[src/rtl/sap2_controller_sequencer_if.sv]
// Bus bundle for the SAP-2 controller/sequencer: mode/step inputs, opcode and flags in,
// control word, T-state, halt and retire count out.
interface sap2_controller_sequencer_if #(
    parameter int unsigned OPC_W = 4,
    parameter int unsigned CNT_W = 16
);
    logic             auto_sw;
    logic             step;
    logic [OPC_W-1:0] instr;
    logic             zero_flag;
    logic             neg_flag;

    logic             Cp;
    logic             Ep;
    logic             Ea;
    logic             Su;
    logic             Eu;
    logic             Lp;
    logic             Lm_bar;
    logic             CE_bar;
    logic             Li_bar;
    logic             Ei_bar;
    logic             La_bar;
    logic             Lb_bar;
    logic             Lo_bar;
    logic             We_bar;

    logic [5:0]       t_state;
    logic             halted;
    logic [CNT_W-1:0] retired;

    modport master (
        output auto_sw, step, instr, zero_flag, neg_flag,
        input  Cp, Ep, Ea, Su, Eu, Lp,
        input  Lm_bar, CE_bar, Li_bar, Ei_bar, La_bar, Lb_bar, Lo_bar, We_bar,
        input  t_state, halted, retired
    );

    modport slave (
        input  auto_sw, step, instr, zero_flag, neg_flag,
        output Cp, Ep, Ea, Su, Eu, Lp,
        output Lm_bar, CE_bar, Li_bar, Ei_bar, La_bar, Lb_bar, Lo_bar, We_bar,
        output t_state, halted, retired
    );
endinterface

[src/rtl/sap2_controller_sequencer.sv]
// SAP-2 style ring-counter controller: one-hot T1..T6 sequencer, opcode decode into the
// control word, halt latch and retired-instruction counter.
module sap2_controller_sequencer #(
    parameter int unsigned OPC_W     = 4,
    parameter int unsigned EARLY_END = 1,
    parameter int unsigned CNT_W     = 16
) (
    input logic                      CLK,
    input logic                      CLR,
    sap2_controller_sequencer_if.slave bus
);

    typedef enum logic [5:0] {
        StT1 = 6'b000001,
        StT2 = 6'b000010,
        StT3 = 6'b000100,
        StT4 = 6'b001000,
        StT5 = 6'b010000,
        StT6 = 6'b100000
    } tstate_e;

    localparam logic [3:0] OpLda = 4'h0;
    localparam logic [3:0] OpAdd = 4'h1;
    localparam logic [3:0] OpSub = 4'h2;
    localparam logic [3:0] OpJmp = 4'h3;
    localparam logic [3:0] OpJz  = 4'h4;
    localparam logic [3:0] OpJn  = 4'h5;
    localparam logic [3:0] OpLdi = 4'h6;
    localparam logic [3:0] OpSta = 4'h7;
    localparam logic [3:0] OpNop = 4'hD;
    localparam logic [3:0] OpOut = 4'hE;
    localparam logic [3:0] OpHlt = 4'hF;

    tstate_e          t_q, t_d;
    logic             halted_q, halted_d;
    logic [CNT_W-1:0] retired_q, retired_d;

    logic [OPC_W-1:0] instr_w;
    logic [3:0]       op;
    logic             adv;
    tstate_e          last_t;

    logic cp, ep, ea, su, eu, lp;
    logic lm_n, ce_n, li_n, ei_n, la_n, lb_n, lo_n, we_n;

    assign instr_w = bus.instr;
    assign adv     = !CLR && !halted_q && (bus.auto_sw || bus.step);

    // Any set bit above the low nibble makes the opcode unknown; treat it as a NOP.
    always_comb begin
        op = instr_w[3:0];
        if ((instr_w >> 4) != '0) begin
            op = OpNop;
        end
    end

    always_comb begin
        last_t = StT4;
        if (EARLY_END == 0) begin
            last_t = StT6;
        end else begin
            case (op)
                OpLda, OpSta: last_t = StT5;
                OpAdd, OpSub: last_t = StT6;
                default:      last_t = StT4;
            endcase
        end
    end

    always_comb begin
        t_d       = t_q;
        halted_d  = halted_q;
        retired_d = retired_q;
        if (CLR) begin
            t_d       = StT1;
            halted_d  = 1'b0;
            retired_d = '0;
        end else if (adv) begin
            if (t_q == last_t) begin
                t_d       = StT1;
                retired_d = retired_q + CNT_W'(1);
                if (op == OpHlt) begin
                    halted_d = 1'b1;
                end
            end else begin
                unique case (t_q)
                    StT1:    t_d = StT2;
                    StT2:    t_d = StT3;
                    StT3:    t_d = StT4;
                    StT4:    t_d = StT5;
                    StT5:    t_d = StT6;
                    default: t_d = StT1;
                endcase
            end
        end
    end

    always_ff @(posedge CLK) begin
        t_q       <= t_d;
        halted_q  <= halted_d;
        retired_q <= retired_d;
    end

    // Level enables follow the T-state; load/write strobes fire only on advancing clocks.
    always_comb begin
        cp   = 1'b0;
        ep   = 1'b0;
        ea   = 1'b0;
        su   = 1'b0;
        eu   = 1'b0;
        lp   = 1'b0;
        lm_n = 1'b1;
        ce_n = 1'b1;
        li_n = 1'b1;
        ei_n = 1'b1;
        la_n = 1'b1;
        lb_n = 1'b1;
        lo_n = 1'b1;
        we_n = 1'b1;
        if (!CLR && !halted_q) begin
            unique case (t_q)
                StT1: begin
                    ep   = 1'b1;
                    lm_n = !adv;
                end
                StT2: begin
                    cp = adv;
                end
                StT3: begin
                    ce_n = 1'b0;
                    li_n = !adv;
                end
                StT4: begin
                    case (op)
                        OpLda, OpAdd, OpSub, OpSta: begin
                            ei_n = 1'b0;
                            lm_n = !adv;
                        end
                        OpJmp: begin
                            ei_n = 1'b0;
                            lp   = adv;
                        end
                        OpJz: begin
                            ei_n = 1'b0;
                            lp   = adv && bus.zero_flag;
                        end
                        OpJn: begin
                            ei_n = 1'b0;
                            lp   = adv && bus.neg_flag;
                        end
                        OpLdi: begin
                            ei_n = 1'b0;
                            la_n = !adv;
                        end
                        OpOut: begin
                            ea   = 1'b1;
                            lo_n = !adv;
                        end
                        default: ;
                    endcase
                end
                StT5: begin
                    case (op)
                        OpLda: begin
                            ce_n = 1'b0;
                            la_n = !adv;
                        end
                        OpAdd, OpSub: begin
                            ce_n = 1'b0;
                            lb_n = !adv;
                        end
                        OpSta: begin
                            ea   = 1'b1;
                            we_n = !adv;
                        end
                        default: ;
                    endcase
                end
                StT6: begin
                    case (op)
                        OpAdd: begin
                            eu   = 1'b1;
                            la_n = !adv;
                        end
                        OpSub: begin
                            eu   = 1'b1;
                            su   = 1'b1;
                            la_n = !adv;
                        end
                        default: ;
                    endcase
                end
                default: ;
            endcase
        end
    end

    assign bus.Cp      = cp;
    assign bus.Ep      = ep;
    assign bus.Ea      = ea;
    assign bus.Su      = su;
    assign bus.Eu      = eu;
    assign bus.Lp      = lp;
    assign bus.Lm_bar  = lm_n;
    assign bus.CE_bar  = ce_n;
    assign bus.Li_bar  = li_n;
    assign bus.Ei_bar  = ei_n;
    assign bus.La_bar  = la_n;
    assign bus.Lb_bar  = lb_n;
    assign bus.Lo_bar  = lo_n;
    assign bus.We_bar  = we_n;
    assign bus.t_state = t_q;
    assign bus.halted  = halted_q;
    assign bus.retired = retired_q;

endmodule

[src/flat_wrapper.sv]
// flat-port wrapper written by rule: the top's interface ports become plain ports
module sap2_controller_sequencer_flat 
#(
    parameter int unsigned OPC_W     = 4,
    parameter int unsigned EARLY_END = 1,
    parameter int unsigned CNT_W     = 16
)
  (CLK, CLR, bus_auto_sw, bus_step, bus_instr, bus_zero_flag, bus_neg_flag, bus_Cp, bus_Ep, bus_Ea, bus_Su, bus_Eu, bus_Lp, bus_Lm_bar, bus_CE_bar, bus_Li_bar, bus_Ei_bar, bus_La_bar, bus_Lb_bar, bus_Lo_bar, bus_We_bar, bus_t_state, bus_halted, bus_retired);
  sap2_controller_sequencer_if #(.OPC_W(OPC_W), .CNT_W(CNT_W)) bus_i ();
  input logic CLK;
  input logic CLR;
  input wire logic [$bits(bus_i.auto_sw)-1:0] bus_auto_sw;
  input wire logic [$bits(bus_i.step)-1:0] bus_step;
  input wire logic [$bits(bus_i.instr)-1:0] bus_instr;
  input wire logic [$bits(bus_i.zero_flag)-1:0] bus_zero_flag;
  input wire logic [$bits(bus_i.neg_flag)-1:0] bus_neg_flag;
  output wire logic [$bits(bus_i.Cp)-1:0] bus_Cp;
  output wire logic [$bits(bus_i.Ep)-1:0] bus_Ep;
  output wire logic [$bits(bus_i.Ea)-1:0] bus_Ea;
  output wire logic [$bits(bus_i.Su)-1:0] bus_Su;
  output wire logic [$bits(bus_i.Eu)-1:0] bus_Eu;
  output wire logic [$bits(bus_i.Lp)-1:0] bus_Lp;
  output wire logic [$bits(bus_i.Lm_bar)-1:0] bus_Lm_bar;
  output wire logic [$bits(bus_i.CE_bar)-1:0] bus_CE_bar;
  output wire logic [$bits(bus_i.Li_bar)-1:0] bus_Li_bar;
  output wire logic [$bits(bus_i.Ei_bar)-1:0] bus_Ei_bar;
  output wire logic [$bits(bus_i.La_bar)-1:0] bus_La_bar;
  output wire logic [$bits(bus_i.Lb_bar)-1:0] bus_Lb_bar;
  output wire logic [$bits(bus_i.Lo_bar)-1:0] bus_Lo_bar;
  output wire logic [$bits(bus_i.We_bar)-1:0] bus_We_bar;
  output wire logic [$bits(bus_i.t_state)-1:0] bus_t_state;
  output wire logic [$bits(bus_i.halted)-1:0] bus_halted;
  output wire logic [$bits(bus_i.retired)-1:0] bus_retired;
  assign bus_i.auto_sw = bus_auto_sw;
  assign bus_i.step = bus_step;
  assign bus_i.instr = bus_instr;
  assign bus_i.zero_flag = bus_zero_flag;
  assign bus_i.neg_flag = bus_neg_flag;
  assign bus_Cp = bus_i.Cp;
  assign bus_Ep = bus_i.Ep;
  assign bus_Ea = bus_i.Ea;
  assign bus_Su = bus_i.Su;
  assign bus_Eu = bus_i.Eu;
  assign bus_Lp = bus_i.Lp;
  assign bus_Lm_bar = bus_i.Lm_bar;
  assign bus_CE_bar = bus_i.CE_bar;
  assign bus_Li_bar = bus_i.Li_bar;
  assign bus_Ei_bar = bus_i.Ei_bar;
  assign bus_La_bar = bus_i.La_bar;
  assign bus_Lb_bar = bus_i.Lb_bar;
  assign bus_Lo_bar = bus_i.Lo_bar;
  assign bus_We_bar = bus_i.We_bar;
  assign bus_t_state = bus_i.t_state;
  assign bus_halted = bus_i.halted;
  assign bus_retired = bus_i.retired;
  sap2_controller_sequencer #(.OPC_W(OPC_W), .EARLY_END(EARLY_END), .CNT_W(CNT_W)) u_core (.CLK(CLK), .CLR(CLR), .bus(bus_i));
endmodule
[config.mk]
export PLATFORM = sky130hd
export DESIGN_NAME = sap2_controller_sequencer_flat
export DESIGN_NICKNAME = d
export VERILOG_FILES = /design/src/rtl/sap2_controller_sequencer_if.sv /design/src/rtl/sap2_controller_sequencer.sv /design/src/flat_wrapper.sv
export SDC_FILE = /design/constraint.sdc
export NUM_CORES = 1
export LEC_CHECK = 0
export ABC_AREA = 1
export BUFFER_PORTS_ARGS = -buffer_cell sky130_fd_sc_hd__buf_2
export CORE_MARGIN = 2
export CORE_UTILIZATION = 50
export DETAILED_ROUTE_END_ITERATION = 10
export PLACE_DENSITY = 0.77
export SLEW_MARGIN = 10
export SYNTH_ARGS = -nofsm -noshare
export SYNTH_HDL_FRONTEND = slang
export SYNTH_SLANG_ARGS = --single-unit
[constraint.sdc]
create_clock -name CLK -period 1.6 [get_ports CLK]
set_input_delay 0.16 -clock CLK [delete_from_list [all_inputs] [get_ports CLK]]
set_output_delay 0.16 -clock CLK [all_outputs]
set_load 0.02 [all_outputs]
### Yosys cells after proc, flatten, opt, wreduce, memory -nomap -nowiden

Index checks and enable logic that the tools add are counted.

* register bits: 23
* input port bits: 10
* word-level logic and storage cells: 80

* add/sub/neg operators: 1
* equal/unequal tests: 16
* mux-type cells: 44
* reduce and logical (&&, ||, !) cells: 16

Operator list (count)
* 1-bit two-way mux: 36
* 6-bit one-hot mux with 5 select lines: 1
* 16-bit by 1-bit adder with 16-bit output (second input constant): 1
* 4-bit by 3-bit == test with 1-bit output (second input constant): 4
* 6-bit one-hot mux with 2 select lines: 1
* 4-bit by 2-bit == test with 1-bit output (second input constant): 2
* 4-bit == test (second input constant): 2
* 8-bit OR reduction: 1
* 6-bit by 1-bit == test with 1-bit output (second input constant): 1
* 6-bit by 2-bit == test with 1-bit output (second input constant): 1
* 6-bit by 3-bit == test with 1-bit output (second input constant): 1
* 6-bit by 4-bit == test with 1-bit output (second input constant): 1
* 6-bit by 5-bit == test with 1-bit output (second input constant): 1
* 6-bit == test: 1
* 6-bit == test (second input constant): 1
* 6-bit two-way mux: 1
* 1-bit one-hot mux with 2 select lines: 3
* 1-bit one-hot mux with 3 select lines: 2
* 4-bit by 1-bit == test with 1-bit output (second input constant): 1
* 1-bit logical AND: 4
* 4-bit zero test: 1
* 2-bit OR reduction: 2
* 4-bit OR reduction: 1
* 1-bit zero test: 3
* other kinds (4): 4

### Depth between registers and ports, before layout

* word-level depth: 7
* gate-level depth with buffers: 11
* gate-level depth less buffers: 10

### Least setup slack after synthesis

No wires, ideal clock.

* path kind: register to output
* start: register u_core.t_q[2] (netlist: u_core.bus.t_state[2])
* end: output port bus_Su
* arrival time: 1551 ps
* path slack: -111 ps
* stages on the path, launching flop included: 6
* buffers on the path: 0
* cells stage by stage: dfxtp_1 -> nor2_1 -> nand3_1 -> nor2_1 -> nand2_1 -> nor4_1

* word-level cells in the longest chain between the ends: 3

Ends and longest elaborated chain
* start: declaration: RTL line sap2_controller_sequencer.sv:34 `tstate_e t_q, t_d;`
* start signal: assignment: RTL line sap2_controller_sequencer.sv:99 `t_q <= t_d;`
* 6-bit == test: RTL line sap2_controller_sequencer.sv:121 `unique case (t_q)`
* 1-bit two-way mux: RTL line sap2_controller_sequencer.sv:121
* 1-bit two-way mux: RTL line sap2_controller_sequencer.sv:120 `if (!CLR && !halted_q) begin`
* end: declaration: RTL line flat_wrapper.sv:20 `output wire logic [$bits(bus_i.Su)-1:0] bus_Su;`

No other way between the ends.

### Worst setup path after layout

* start: register u_core.t_q[3] (netlist: u_core.bus.t_state[3])
* end: output port bus_La_bar

* word-level cells in the longest chain between the ends: 3

Ends and longest elaborated chain
* 6-bit == test, or another cell as far along: RTL line sap2_controller_sequencer.sv:121
* 1-bit one-hot mux with 3 select lines *: RTL line sap2_controller_sequencer.sv:121
* 1-bit two-way mux *: RTL line sap2_controller_sequencer.sv:120
* end: declaration: RTL line flat_wrapper.sv:27 `output wire logic [$bits(bus_i.La_bar)-1:0] bus_La_bar;`

Mark *: on every way between the ends. The rest lies on a longest branch, timed or not.

==> out/results.txt <==
The flow ran to the end, but the final reports show violations. The checks that failed: negative setup slack. The achievable frequency was 572.8 MHz; the number of standard cells after synthesis was 270.

After detailed routing, the number of remaining DRC violations is 0. In this run the deepest clock path goes through 2 buffers. The average cell area after synthesis was 6.553 um^2; the wire length of the first global-routing pass was 8121 um. Number of buffers inserted for hold repair after clock tree synthesis: 0. At the worst endpoint, the required time is 1440 ps. Overall routed net length: 5222 um. The worst hold path belongs to the class in2reg. The sequential cells in the finished layout cover a total of 479.2 um^2. In this run the cell area of the synthesized design comes to 1769 um^2. The final worst hold slack was 274.6 ps; the synthesized net count was 281. The type of origin of the critical path is a flop. The placeable core area was 3363 um^2. The post-synthesis adder-cell area fraction is 0.7072%, and the top-level I/O count is 47.

The routed layout has 2110 vias. Start-to-end type of the worst setup path: reg2out. Data on the critical path arrives at its endpoint at 1590 ps.

For the highest ir drop seen on vdd, the log shows 0.0004014 V. Clock-pin slew was measured on the worst setup and hold paths at 130 ps. The worst register-to-register path has a setup slack of 40 ps. The number of H-tree levels is 1, and the detailed placer's ending HPWL is 3377 um. TritonCTS created 3 clock buffers. On the critical path the largest part of the delay comes from simple AND/OR/NAND/NOR gates.

At the end of routability-driven placement, the weighted congestion stood at 0.9946. The transition time of the tightest slew-check pin works out to 283.7 ps. After synthesis, the share of cell area in mux cells is 0%. Once detail routing completed, the nets flagged for antenna violations numbered 0. The wire length per cell is 13.49 um.

Summing all multi-input logic gate instances after layout gives 1280 um^2. For the initial antenna violation count, the log shows 0. Setup repair after global routing could not meet its margin everywhere.

The full die area was 4030 um^2; the leakage power was 1.025 nW. After synthesis, flip-flops and latches occupy 26.03% of the total area. Number of design-rule violations left by the first detailed-router iteration: 175.

The logs give 0 for the global-route congestion overflow total and 21 for the number of core rows. The number of sinks on the clock net came out at 23. After layout, the design draws a total of 1.155 mW. Critical path's slowest cell: sky130_fd_sc_hd__dfxtp_4. Once layout is complete, the utilization of the core stands at 72.69%. The number of buffer cells added on primary ports was 46. Before antenna repair, the detailed router went through 5 iterations. Summing the areas of all compound-gate instances in the mapped netlist gives 12.38% of the synthesized area. Cells with a size suffix above 1 make up 42.52% of the layout. Initial standard-cell utilization of the core: 52.60%.

Of the total synthesized cell area, the portion taken by XOR and XNOR cells is 3.465%. The run gives 0 as the count of final max-slew check failures. Along the worst path, the maximum fanout reaches 4.

Max-cap violations in this run came to 0. The count of unique library cells instantiated by Yosys is 31. The run gives 0 as the diode insertion count for antenna repair. The signal on the critical path passes through nor2_4 -> nand4_1 -> buf_4 -> nand2_1 -> o2111ai_2 -> buf_6.

During synthesis, Yosys emitted a total of 0 warnings. The mean number of vias per cell was 5.452; the setup skew after layout was 11.31 ps. Counting flops and latches in the post-synthesis netlist gives 23. The final worst-path cycle share works out to 109.1%.

TritonCTS built the clock tree. The run gives 1794 as the via count of the first global-routing pass. For the clock network latency to the later pin of the worst-skew pair, the log shows 320 ps.

The run gives 9 as the setup-violating endpoint count in the final report. After synthesis, the largest family of logic cells by area is simple AND/OR/NAND/NOR gates. Across every metal layer, demand over resource in global routing totals 24.42%.

The post-layout minimum cycle time came out at 1746 ps. In this run the vertical extent of the chip is 63.49 um. The worst setup path is captured at an output pin. Simple-gate portion of the synthesized area: 47.74%. In this run the power density over the cells is 472.4 nW/um^2. The final count of hold timing violations is 0, and the fill cell instance count of the final layout is 301. Measured against its own limit, the worst slew margin works out to 81.06%. Compared with the post-synthesis result, the final layout area differs by 38.19%. Together, buffers and inverters on the worst path number 2.

The run gives -145.7 ps as the slack of the critical path. The clock root buffer is sky130_fd_sc_hd__clkbuf_4. Entering global routing, the biggest net connects 23 pins. The tools report the net total in the final layout as 353. The die outline width is 63.49 um.

The peak per-stage delay on the critical path was 390 ps.
-- timing repair --
action / CTS / global route
setup buffers: 4 / 7
endpoints found under the hold margin: 0 / 0
pin swaps: 4 / 10
gates resized for setup: 34 / 34
cloned: 0 / 2
endpoints found under the setup margin: 13 / 28
-- Yosys cell counts (all sizes together) --
cell      n  area (um^2)
a21oi    24        161.4
buf       4        47.54
clkbuf    3        11.26
dfxtp    23        460.4
ha        1        12.51
inv      30        112.6
nand2    80        342.8
nand3    19        117.6
nand4    26        162.7
nor2     37        186.4
nor3      3        15.01
nor3b     1        7.510
nor4      1        6.260
o2111ai   1        8.760
o211ai    1        7.510
o21ai     7        35.03
o22ai     1        6.260
or2       1        6.260
xnor2     4        35.03
xor2      3        26.28
-- report_power, final --
group / switching, mW / internal [mW] / total (mW)
Clock: 0.179 / 0.0978 / 0.276
Combinational: 0.186 / 0.101 / 0.286
Sequential: 0.0141 / 0.578 / 0.592
-- cell type report --
cell class / count / area share (%)
Timing Repair Buffer: 72 / 19.70
Clock buffer: 4 / 1.075
Multi-Input combinational cell: 212 / 52.35
Tap cell: 46 / 2.354
Inverter: 30 / 4.913
Sequential cell: 23 / 19.60
-- cell usage in the layout (no fill, tap or decap) --
cell                        instances
sky130_fd_sc_hd__nand2_1           63
sky130_fd_sc_hd__buf_2             37
sky130_fd_sc_hd__nand4_1           26
sky130_fd_sc_hd__buf_4             26
sky130_fd_sc_hd__inv_1             22
sky130_fd_sc_hd__nor2_1            21
sky130_fd_sc_hd__nand2_2           16
sky130_fd_sc_hd__dfxtp_1           16
sky130_fd_sc_hd__a21oi_1           14
sky130_fd_sc_hd__nand3_1           13
sky130_fd_sc_hd__nor2_4             9
sky130_fd_sc_hd__a21oi_2            9
sky130_fd_sc_hd__buf_6              9
sky130_fd_sc_hd__inv_2              6
sky130_fd_sc_hd__nor2_2             5
sky130_fd_sc_hd__o21ai_0            5
sky130_fd_sc_hd__nand3_2            4
sky130_fd_sc_hd__xnor2_1            4
sky130_fd_sc_hd__dfxtp_4            4
sky130_fd_sc_hd__nand3_4            3
sky130_fd_sc_hd__nor3_1             3
sky130_fd_sc_hd__xor2_1             3
sky130_fd_sc_hd__clkbuf_4           3
sky130_fd_sc_hd__dfxtp_2            3
sky130_fd_sc_hd__nand2_4            2
sky130_fd_sc_hd__o21ai_1            2
sky130_fd_sc_hd__nor2_8             2
sky130_fd_sc_hd__clkinv_4           1
sky130_fd_sc_hd__inv_4              1
sky130_fd_sc_hd__o22ai_1            1
sky130_fd_sc_hd__o2111ai_2          1
sky130_fd_sc_hd__or2_4              1
sky130_fd_sc_hd__o211ai_1           1
sky130_fd_sc_hd__nor4_2             1
sky130_fd_sc_hd__a21oi_4            1
sky130_fd_sc_hd__nor3b_1            1
sky130_fd_sc_hd__ha_2               1
sky130_fd_sc_hd__clkbuf_1           1
-- sequential cells by signal, summed over array words and instances (netlist names) --
signal / count
u_core.bus.halted: 1
u_core.bus.retired: 16
u_core.bus.t_state: 6
-- metal layers --
layer | wire (um) | part of all wire, % | global-route usage (%) | up-vias
li1 | - | - | - | 1048
met1 | 2373 | 45 | 35.16 | 975
met2 | 2530 | 48 | 38.29 | 75
met3 | 250 | 4.8 | 4.286 | 12
met4 | 68 | 1.3 | 4.620 | 0
met5 | 0 | 0 | 0 | -
-- metrics by stage --
stage          instance area (um^2)  TNS [ps]  setup WS [ps]  cells
5_1_grt                        2445     -1851         -211.3    387
4_1_cts                        2261    -415.1         -76.88    378
3_5_place_dp                   2120         0          54.88    370
2_1_floorplan                  1778         0          16.93    270
3_3_place_gp                   2120         0          52.92    370
6_report                       2445    -767.0         -145.7    387
-- tightest hold or removal path: cells and delay by family --
kind / cells / cell delay, ps
buffers and inverters: 2 / 220
AOI/OAI and AO/OA: 1 / 50
and+or+nand+nor: 2 / 140
-- cell families (layout without fill, tap and decap cells) --
| kind of cell | count (synthesis) | count (layout) |
|---|---|---|
| adder cells (fa/ha/maj) | 1 | 1 |
| buffers and inverters | 37 | 106 |
| AO/OA/AOI/OAI | 34 | 34 |
| XOR/XNOR | 7 | 7 |
| flip-flops | 23 | 23 |
| AND/OR/NAND/NOR | 168 | 170 |
-- worst paths after layout --
kind	startpoint	end	depth (start not counted)
max reg2reg	u_core.bus.t_state[2]$_SDFFE_PP0P_	u_core.bus.retired[8]$_SDFFE_PP0P_	7
min	bus_instr[2]	u_core.bus.halted$_SDFFE_PP0P_	5
max	u_core.bus.t_state[3]$_SDFFE_PP0P_	bus_La_bar	6
min reg2reg	u_core.bus.halted$_SDFFE_PP0P_	u_core.bus.halted$_SDFFE_PP0P_	2
(Power assumes the default switching activity.)
